--- src/rtl/core_ctrl_pkg.sv ---
// core_ctrl_pkg
//   Shared encodings for the multi-cycle core controller: FSM state enum,
//   RV32 opcode constants, and the ALUControl / ResultSrc / ImmSrc codes.
//   The ALU and the datapath muxes decode the same codes.
package core_ctrl_pkg;

   typedef enum logic [2:0] {
      S_FETCH = 3'd0,
      S_EXEC  = 3'd1,
      S_MEM   = 3'd2,
      S_WB    = 3'd3,
      S_TRAP  = 3'd4
   } state_t;

   // Opcodes (Instr[6:0])
   localparam logic [6:0] OP_R      = 7'b0110011;
   localparam logic [6:0] OP_I_ALU  = 7'b0010011;
   localparam logic [6:0] OP_CUST0  = 7'b0001011;
   localparam logic [6:0] OP_LOAD   = 7'b0000011;
   localparam logic [6:0] OP_STORE  = 7'b0100011;
   localparam logic [6:0] OP_BRANCH = 7'b1100011;
   localparam logic [6:0] OP_JAL    = 7'b1101111;

   // ALUControl
   localparam logic [3:0] ALU_ADD = 4'b0000;
   localparam logic [3:0] ALU_SUB = 4'b0001;
   localparam logic [3:0] ALU_AND = 4'b0010;
   localparam logic [3:0] ALU_OR  = 4'b0011;
   localparam logic [3:0] ALU_XOR = 4'b0100;
   localparam logic [3:0] ALU_SLT = 4'b0101;
   localparam logic [3:0] ALU_SLL = 4'b0110;
   localparam logic [3:0] ALU_SRL = 4'b0111;
   localparam logic [3:0] ALU_SRA = 4'b1000;

   // ResultSrc
   localparam logic [1:0] RES_ALU  = 2'b00;
   localparam logic [1:0] RES_MEM  = 2'b01;
   localparam logic [1:0] RES_PC4  = 2'b10;

   // ImmSrc
   localparam logic [1:0] IMM_I = 2'b00;
   localparam logic [1:0] IMM_S = 2'b01;
   localparam logic [1:0] IMM_B = 2'b10;
   localparam logic [1:0] IMM_J = 2'b11;

endpackage

--- src/rtl/core_alu_decoder.sv ---
// core_alu_decoder
//   Combinational ALU operation decode.
//   Ports:
//     opcode    in  7  Instr[6:0]
//     funct3    in  3  Instr[14:12]
//     funct7_5  in  1  Instr[30]
//     alu_ctrl  out 4  ALUControl code (core_ctrl_pkg encodings)
module core_alu_decoder
   import core_ctrl_pkg::*;
(
   input  logic [6:0] opcode,
   input  logic [2:0] funct3,
   input  logic       funct7_5,
   output logic [3:0] alu_ctrl
);

   logic w_is_arith;

   assign w_is_arith = (opcode == OP_R) || (opcode == OP_I_ALU) || (opcode == OP_CUST0);

   always_comb begin
      alu_ctrl = ALU_ADD;
      if (w_is_arith) begin
         case (funct3)
            // Instr[30] is immediate data for addi, so only R-type selects SUB
            3'b000:  alu_ctrl = (opcode == OP_R && funct7_5) ? ALU_SUB : ALU_ADD;
            3'b001:  alu_ctrl = ALU_SLL;
            3'b010:  alu_ctrl = ALU_SLT;
            3'b011:  alu_ctrl = ALU_SLT;
            3'b100:  alu_ctrl = ALU_XOR;
            3'b101:  alu_ctrl = funct7_5 ? ALU_SRA : ALU_SRL;
            3'b110:  alu_ctrl = ALU_OR;
            default: alu_ctrl = ALU_AND;
         endcase
      end else if (opcode == OP_BRANCH) begin
         alu_ctrl = ALU_SUB;
      end
   end

endmodule

--- src/rtl/core_mc_controller.sv ---
// core_mc_controller
//   Multi-cycle control sequencer: fetches over a ready/valid imem handshake,
//   holds the instruction in Instr, and steps EXEC / MEM / WB driving all
//   datapath controls. Illegal opcodes park the FSM in TRAP until reset.
//   Ports:
//     clk, reset (sync, active-high)
//     imem_req/imem_ready/imem_rdata   instruction fetch handshake
//     Instr                            instruction register to datapath
//     Zero                             ALU zero flag (branch resolve)
//     dmem_req/dmem_ready, MemWrite    data access handshake
//     PCWrite, RegWrite, PCSrc, ALUSrc, SSSrc, ResultSrc, ImmSrc, ALUControl
//     trap                             sticky illegal-opcode flag
//     retired                          count of cycles with PCWrite = 1
module core_mc_controller
   import core_ctrl_pkg::*;
(
   input  logic        clk,
   input  logic        reset,
   output logic        imem_req,
   input  logic        imem_ready,
   input  logic [31:0] imem_rdata,
   output logic [31:0] Instr,
   input  logic        Zero,
   output logic        dmem_req,
   input  logic        dmem_ready,
   output logic        MemWrite,
   output logic        PCWrite,
   output logic        RegWrite,
   output logic        PCSrc,
   output logic        ALUSrc,
   output logic        SSSrc,
   output logic [1:0]  ResultSrc,
   output logic [1:0]  ImmSrc,
   output logic [3:0]  ALUControl,
   output logic        trap,
   output logic [31:0] retired
);

   state_t      r_state;
   state_t      w_next;
   logic [31:0] r_instr;
   logic [31:0] r_retired;
   logic [6:0]  w_opcode;
   logic [3:0]  w_alu_ctrl;

   assign w_opcode   = r_instr[6:0];
   assign Instr      = r_instr;
   assign retired    = r_retired;
   assign ALUControl = w_alu_ctrl;

   core_alu_decoder u_alu_dec (
      .opcode   (w_opcode),
      .funct3   (r_instr[14:12]),
      .funct7_5 (r_instr[30]),
      .alu_ctrl (w_alu_ctrl)
   );

   always_ff @(posedge clk) begin
      if (reset) begin
         r_state   <= S_FETCH;
         r_instr   <= '0;
         r_retired <= '0;
      end else begin
         r_state <= w_next;
         if (r_state == S_FETCH && imem_ready)
            r_instr <= imem_rdata;
         if (PCWrite)
            r_retired <= r_retired + 32'd1;
      end
   end

   always_comb begin
      w_next    = r_state;
      imem_req  = 1'b0;
      dmem_req  = 1'b0;
      MemWrite  = 1'b0;
      PCWrite   = 1'b0;
      RegWrite  = 1'b0;
      PCSrc     = 1'b0;
      ALUSrc    = 1'b0;
      SSSrc     = 1'b0;
      ResultSrc = RES_ALU;
      ImmSrc    = IMM_I;
      trap      = 1'b0;

      case (r_state)
         S_FETCH: begin
            imem_req = 1'b1;
            if (imem_ready)
               w_next = S_EXEC;
         end

         S_EXEC: begin
            case (w_opcode)
               OP_R, OP_I_ALU, OP_CUST0: begin
                  RegWrite = 1'b1;
                  PCWrite  = 1'b1;
                  ALUSrc   = (w_opcode == OP_I_ALU);
                  SSSrc    = (w_opcode == OP_CUST0);
                  w_next   = S_FETCH;
               end
               OP_LOAD: begin
                  ALUSrc = 1'b1;
                  ImmSrc = IMM_I;
                  w_next = S_MEM;
               end
               OP_STORE: begin
                  ALUSrc = 1'b1;
                  ImmSrc = IMM_S;
                  w_next = S_MEM;
               end
               OP_BRANCH: begin
                  ImmSrc  = IMM_B;
                  PCWrite = 1'b1;
                  PCSrc   = Zero;
                  w_next  = S_FETCH;
               end
               OP_JAL: begin
                  ImmSrc    = IMM_J;
                  PCSrc     = 1'b1;
                  PCWrite   = 1'b1;
                  RegWrite  = 1'b1;
                  ResultSrc = RES_PC4;
                  w_next    = S_FETCH;
               end
               default: w_next = S_TRAP;
            endcase
         end

         // Only lw/sw reach MEM; address controls stay as in EXEC so the
         // address is stable for the whole request.
         S_MEM: begin
            dmem_req = 1'b1;
            ALUSrc   = 1'b1;
            ImmSrc   = (w_opcode == OP_STORE) ? IMM_S : IMM_I;
            MemWrite = (w_opcode == OP_STORE);
            if (dmem_ready) begin
               if (w_opcode == OP_STORE) begin
                  PCWrite = 1'b1;
                  w_next  = S_FETCH;
               end else begin
                  w_next  = S_WB;
               end
            end
         end

         S_WB: begin
            RegWrite  = 1'b1;
            ResultSrc = RES_MEM;
            PCWrite   = 1'b1;
            w_next    = S_FETCH;
         end

         S_TRAP: begin
            trap = 1'b1;
         end

         default: w_next = S_FETCH;
      endcase
   end

endmodule

--- config.mk ---
export PLATFORM = sky130hd
export DESIGN_NAME = core_mc_controller
export DESIGN_NICKNAME = d
export VERILOG_FILES = /design/src/rtl/core_ctrl_pkg.sv /design/src/rtl/core_alu_decoder.sv /design/src/rtl/core_mc_controller.sv
export SDC_FILE = /design/constraint.sdc
export NUM_CORES = 1
export LEC_CHECK = 0
export CAP_MARGIN = 20
export CORE_MARGIN = 3
export CORE_UTILIZATION = 44
export DETAILED_ROUTE_END_ITERATION = 8
export PLACE_DENSITY_LB_ADDON = 0.1
export SLEW_MARGIN = 10
export SYNTH_ARGS = -nofsm -noshare
export SYNTH_HDL_FRONTEND = slang
export SYNTH_SLANG_ARGS = --single-unit
--- constraint.sdc ---
create_clock -name clk -period 3 [get_ports clk]
set_input_delay 0.6 -clock clk [delete_from_list [all_inputs] [get_ports clk]]
set_output_delay 0.6 -clock clk [all_outputs]
set_load 0.01 [all_outputs]
## Word-level counts from Yosys, hierarchy flattened

Index checks and enable logic that the tools add are counted.

| storage, ports and cells | value |
|---|---|
| flip-flop bits (word level) | 67 |
| input bits | 37 |
| output and inout port bits | 81 |
| logic and storage cells | 67 |

| operators by class | value |
|---|---|
| add/sub/neg operators | 1 |
| eq/ne operators | 19 |
| muxes and demuxes | 31 |
| bitwise gates (word level) | 1 |
| reductions and logical operators | 12 |

Operator list:

| kind | count |
|---|---|
| $add A32 B1 Y32 const B | 1 |
| $pmux W4 S6 | 1 |
| $eq A7 B6 Y1 const B | 2 |
| $eq A7 B7 Y1 const B | 2 |
| $mux W1 | 14 |
| $eq A3 B2 Y1 const B | 4 |
| $eq A3 B3 Y1 const B | 4 |
| $pmux W3 S4 | 1 |
| $mux W4 | 2 |
| $pmux W1 S2 | 4 |
| $pmux W2 S2 | 2 |
| $eq A7 B2 Y1 const B | 1 |
| $eq A7 B4 Y1 const B | 1 |
| $eq A7 B5 Y1 const B | 1 |
| $eq A3 B1 Y1 const B | 2 |
| $logic_not A3 Y1 | 2 |
| $mux W3 | 2 |
| $pmux W2 S3 | 1 |
| $pmux W3 S2 | 1 |
| $reduce_or A5 Y1 | 1 |
| $mux W2 | 2 |
| $ne A2 B2 Y1 const B | 2 |
| $reduce_or A2 Y1 | 2 |
| $reduce_or A4 Y1 | 1 |
| 6 further kinds | 8 |

## Depth between registers and ports, before layout

| depth | value |
|---|---|
| depth in word-level cells | 5 |
| gate-level depth with buffers | 9 |
| gate-level depth less buffers | 6 |

## Hierarchy

Synthesis repeated with hierarchy kept, for this count alone.

| unflattened totals | value |
|---|---|
| cells, all modules | 423 |
| area, all modules | 3324.4 um^2 |

By module, submodules not included:

| module | times used | cells an instance | area an instance (um^2) | sequential area each (um^2) |
|---|---|---|---|---|
| core_mc_controller | 1 | 403 | 3183.1 | 1341.3 |
| core_alu_decoder | 1 | 20 | 141.4 | 0.0 |

## Worst setup path after synthesis

OpenSTA, ideal clock, no wires.

| path | value |
|---|---|
| kind | flip-flop to output port |
| from | register r_instr[5], in the netlist Instr[5] |
| to | output PCWrite |
| arrival | 2.088 ns |
| required time | 2.400 ns |
| setup slack | 0.312 ns |
| stages on the path, launching flop included | 8 |
| path buffers | 3 |
| path through | dfxtp_1 > buf_2 > or4bb_1 > a311o_1 > o221a_4 > clkbuf_1 > clkbuf_1 > inv_1 |

| between the ends | value |
|---|---|
| cells in the longest elaborated chain, start to end | 4 |
| elaborated cells on any way between the ends | 11 |
| classes of those cells | eq/ne: 6; mux: 4; reduce/logical: 1 |

Ends and longest elaborated chain:

| what | RTL line | RTL |
|---|---|---|
| start, declared | core_mc_controller.sv:41 | `logic [31:0] r_instr;` |
| start signal, assigned | core_mc_controller.sv:66 | `r_instr <= imem_rdata;` |
| $eq A7 B5 Y1 (tied with other cells) | core_mc_controller.sv:94 | `case (w_opcode)` |
| $reduce_or A5 Y1 (no line) / $mux W1 (equally long branches) | - |  |
| $mux W1, on equally long branches | core_mc_controller.sv:94, core_mc_controller.sv:137 |  |
| $pmux W1 S3 (*) | core_mc_controller.sv:86 | `case (r_state)` |
| end, declared | core_mc_controller.sv:27 | `output logic PCWrite,` |

Mark *: on every way between the ends. The rest lies on a longest branch, timed or not.

## Worst setup path after layout

| path | value |
|---|---|
| from | register r_instr[6], in the netlist Instr[6] |
| to | output ImmSrc[0] |

| between the ends | value |
|---|---|
| cells in the longest elaborated chain, start to end | 3 |
| elaborated cells on any way between the ends | 6 |
| classes of those cells | eq/ne: 3; mux: 3 |

Ends and longest elaborated chain:

| what | RTL line | RTL |
|---|---|---|
| $eq A7 B7 Y1 / $eq A7 B6 Y1 (equally long branches) | core_mc_controller.sv:94, core_mc_controller.sv:135 |  |
| $pmux W2 S3 / $mux W1 (equally long branches) | core_mc_controller.sv:94, core_mc_controller.sv:135 |  |
| $pmux W2 S2 (*) | core_mc_controller.sv:86 |  |
| end, declared | core_mc_controller.sv:33 | `output logic [1:0] ImmSrc,` |

Marks and branches as above.

==> impl_metrics.tcl <==
set metrics [dict create \
    r2r_slack_ps 370 \
    hold-path-cell-count 2 \
    cts_made_buffers 9 \
    maximum_number_of_pins_on_one_net_before_global_route_repair 62 \
    detailed_place.area_sq_um 4420 \
    worst_setup_path_end_kind "primary output" \
    drt_first_iter_violations 191 \
    die_width_um 91.0 \
    worst_r2r_startpoint "Instr[2]" \
    critPathRequiredTime_ps 2400 \
    antenna_found_initial 0 \
    ys_seq_elements 67 \
    avgSynthCellArea_sq_um 7.54 \
    post-place-ws_ps 239 \
    timing.critical_path.from_type "flop" \
    clk-insertion-delay-late_ps 340 \
    worstSetupPathType "reg -> out" \
    route.antenna.remaining_nets 0 \
    timing.reg2reg.worst_path_depth 6 \
    hold_viol_final 0 \
    worst_slew_pin_slew_ps 725 \
    floorplan.die_area_sq_um 8270 \
    setup_slack_ps 156 \
    peakVddDrop_mv 0.390 \
    worst_hold_startpoint "Instr[29]" \
    io_pins 118 \
    grt_first_pass_wirelength_um 14900 \
    finalCritPeriodShare_pct 94.8 \
    cp_slowest_stage_delay_ps 560 \
    drc 0 \
    num-nets-final 569 \
    path_clk_slew_ps 70 \
    area.growth.synth_to_final_pct 46.9 \
    drtPass1Iterations 7 \
    cts_htree_levels 3 \
    syn-num-nets 459 \
    core-area_sq_um 6910 \
    static_leakage_nw 1.57 \
    grt_setup_unrepaired "no" \
    syn-instance-count 421 \
    finalHoldWorstSlack_ps 453 \
    track_usage_pct 21.6 \
    buffer_ports.inserted 117 \
    critical_path.n_buffers_inverters 2 \
    grt.overflow.total 0 \
    core.rowCount 30 \
    layout-drive-gt1-share_pct 7.46 \
    hp-class "reg -> reg" \
    status "complete, no violations" \
    post-route-cell-area_sq_um 4660 \
    first_global_vias 3189 \
    cap_violations 0 \
    cts_root_buf "sky130_fd_sc_hd__clkbuf_8" \
    yosysWarningCount 0 \
    max-slew-margin-rel_pct 51.7 \
    timing.setup.tns_ps 0 \
    critical_path.reg2reg.endpoint "retired[3]" \
    critPathArrivalTime_ps 2240 \
    period_needed_ps 2840 \
    vias 3405 \
    avgRoutedWirePerCell_um 14.1 \
    power_density_nw_per_um2 451 \
    gp_routability_congestion 0.883 \
    critical-path-top-delay-family "buffers and inverters" \
    wl_um 8880 \
    fmax_mhz 352 \
    cp_cell_sequence "buf_4 > nand2_1 > nor4_4 > o21ai_0 > a2bb2oi_1 > nor2_1 > clkdlybuf4s50_1" \
    critical_path.max_fanout 7 \
    via_per_inst 5.39 \
    synth.lib_cells_used.distinct 39 \
    detailedPlacementHpwl_um 6210 \
    setup_violations 0 \
    slew_viol_final 0 \
    die_y_um 91.0 \
    share_of_the_yosys_chip_area_belonging_to_registers_pct 42.2 \
    post-route-util_pct 67.5 \
    syn_area_sq_um 3180 \
    cts.sinks 67 \
    ctsLongestPathBuffers 2 \
    cts_tree "built" \
    n_antenna_cell 0 \
    clock-skew-final_ps 10.6 \
    crit_path_top_delay_cell "sky130_fd_sc_hd__clkdlybuf4s50_1" \
    hold_end "Instr[29]" \
    initial_utilization_pct 46.0 \
]
-- registers in the layout, indices dropped and copies added, names as in the netlist --
signal   flops
Instr       32
r_state      3
retired     32
-- report_power, final --
part	switching (W)	internal, W
sequential	0.0000402	0.000933
clock	0.000356	0.000432
combinational	0.000170	0.000173
-- worst max-delay path by stage --
stage / to / cells after the start / start
2_1_floorplan: PCWrite / 7 / Instr[5]
3_3_place_gp: PCWrite / 5 / Instr[3]
3_5_place_dp: ImmSrc[0] / 7 / Instr[3]
4_1_cts: ImmSrc[0] / 6 / Instr[2]
5_1_grt: ImmSrc[0] / 7 / Instr[3]
6_report: ImmSrc[0] / 7 / Instr[6]
-- Yosys cell counts --
cell | instances | area share [%]
sky130_fd_sc_hd__or4_1 | 6 | 1.4
sky130_fd_sc_hd__a41oi_1 | 1 | 0.28
sky130_fd_sc_hd__o21a_1 | 1 | 0.24
sky130_fd_sc_hd__a211oi_1 | 1 | 0.24
sky130_fd_sc_hd__a21oi_1 | 66 | 10
sky130_fd_sc_hd__nor2b_1 | 4 | 0.79
sky130_fd_sc_hd__buf_6 | 2 | 0.71
sky130_fd_sc_hd__ha_1 | 1 | 0.39
sky130_fd_sc_hd__a2bb2oi_1 | 2 | 0.55
sky130_fd_sc_hd__and2_1 | 2 | 0.39
sky130_fd_sc_hd__buf_2 | 2 | 0.32
sky130_fd_sc_hd__nand2b_1 | 7 | 1.4
sky130_fd_sc_hd__nor2_1 | 13 | 1.5
sky130_fd_sc_hd__nand2_1 | 84 | 9.9
sky130_fd_sc_hd__or4bb_1 | 1 | 0.35
sky130_fd_sc_hd__o221a_4 | 1 | 0.63
sky130_fd_sc_hd__and4_1 | 1 | 0.28
sky130_fd_sc_hd__or4b_1 | 1 | 0.32
sky130_fd_sc_hd__o31ai_1 | 6 | 1.4
sky130_fd_sc_hd__o31a_1 | 1 | 0.28
sky130_fd_sc_hd__and3b_1 | 1 | 0.28
sky130_fd_sc_hd__or3_1 | 24 | 4.7
sky130_fd_sc_hd__buf_4 | 1 | 0.24
sky130_fd_sc_hd__o21ai_0 | 27 | 4.3
sky130_fd_sc_hd__mux2i_1 | 1 | 0.32
sky130_fd_sc_hd__mux2_2 | 1 | 0.35
sky130_fd_sc_hd__a311o_1 | 2 | 0.63
sky130_fd_sc_hd__nor4_1 | 7 | 1.4
sky130_fd_sc_hd__and3_1 | 5 | 0.99
sky130_fd_sc_hd__a31oi_1 | 1 | 0.20
sky130_fd_sc_hd__dfxtp_1 | 67 | 42
sky130_fd_sc_hd__inv_1 | 7 | 0.83
sky130_fd_sc_hd__clkbuf_1 | 25 | 3.0
sky130_fd_sc_hd__nand4_1 | 16 | 3.2
sky130_fd_sc_hd__a21boi_0 | 1 | 0.24
sky130_fd_sc_hd__xor2_1 | 2 | 0.55
sky130_fd_sc_hd__nor3_1 | 14 | 2.2
sky130_fd_sc_hd__nand3_1 | 15 | 2.4
sky130_fd_sc_hd__o32ai_1 | 1 | 0.28
-- area by class of cell --
type / count / area (sq um)
fill: 605 / 2240
clock buffer: 11 / 151
sequential: 67 / 1350
clock inverter: 5 / 60.1
tap: 96 / 120
multi-input combinational: 317 / 1710
timing repair buffer: 129 / 1250
inverter: 7 / 26.3
-- worst reg2reg max path, stage by stage, from the launching register on --
cell	delay [ps]
sky130_fd_sc_hd__dfxtp_2	350
sky130_fd_sc_hd__or4b_1	520
sky130_fd_sc_hd__a311o_1	360
sky130_fd_sc_hd__o221a_4	270
sky130_fd_sc_hd__buf_4	280
sky130_fd_sc_hd__nor4_1	360
sky130_fd_sc_hd__mux2_2	360
-- cell usage in the layout (no fill, tap or decap), types with 3 or more instances in the layout --
cell,instances
sky130_fd_sc_hd__or4_1,6
sky130_fd_sc_hd__a21oi_1,66
sky130_fd_sc_hd__nand3_1,15
sky130_fd_sc_hd__o31ai_1,6
sky130_fd_sc_hd__nor4_1,6
sky130_fd_sc_hd__nor3_1,11
sky130_fd_sc_hd__nand2_1,84
sky130_fd_sc_hd__clkbuf_8,11
sky130_fd_sc_hd__and3_1,5
sky130_fd_sc_hd__nand2b_1,7
sky130_fd_sc_hd__nor2_1,13
sky130_fd_sc_hd__clkdlybuf4s50_1,115
sky130_fd_sc_hd__dfxtp_2,4
sky130_fd_sc_hd__nor2b_1,4
sky130_fd_sc_hd__buf_4,12
sky130_fd_sc_hd__or3_1,24
sky130_fd_sc_hd__dfxtp_1,63
sky130_fd_sc_hd__inv_1,7
sky130_fd_sc_hd__o21ai_0,27
sky130_fd_sc_hd__nor3_2,3
sky130_fd_sc_hd__nand4_1,16
-- timing repair --
item | 4_1_cts | 5_1_grt
resized for setup | 3 | 8
hold buffers | 0 | 0
pin swaps | 0 | 0
setup endpoints to repair | 3 | 8
buffers inserted | 0 | 0
-- stage by stage --
step / power [W] / instances
after global routing: 0.00221 / 632
after detailed placement: 0.00133 / 616
after floorplan: 0.00115 / 421
after CTS: 0.00212 / 632
final: 0.00210 / 632
after global placement: 0.00133 / 616
-- per-layer routing --
metal | share of wire, % | GRT usage, %
met4 | 1.7 | 8.67
met2 | 46 | 33.8
met5 | 0 | 0
met1 | 46 | 27.9
met3 | 6.2 | 6.13
-- kinds of logic (layout without fill, tap and decap cells) --
family / Yosys count / after routing / share of synthesized area, %
simple gates: 201 / 201 / 31.5
compound gates: 111 / 111 / 19.6
flops: 67 / 67 / 42.2
buf+inv: 37 / 152 / 5.04
xor+xnor: 2 / 2 / 0.552
mux: 2 / 2 / 0.670
fa+ha+maj: 1 / 1 / 0.394
Power figures use the tool's default switching activity.
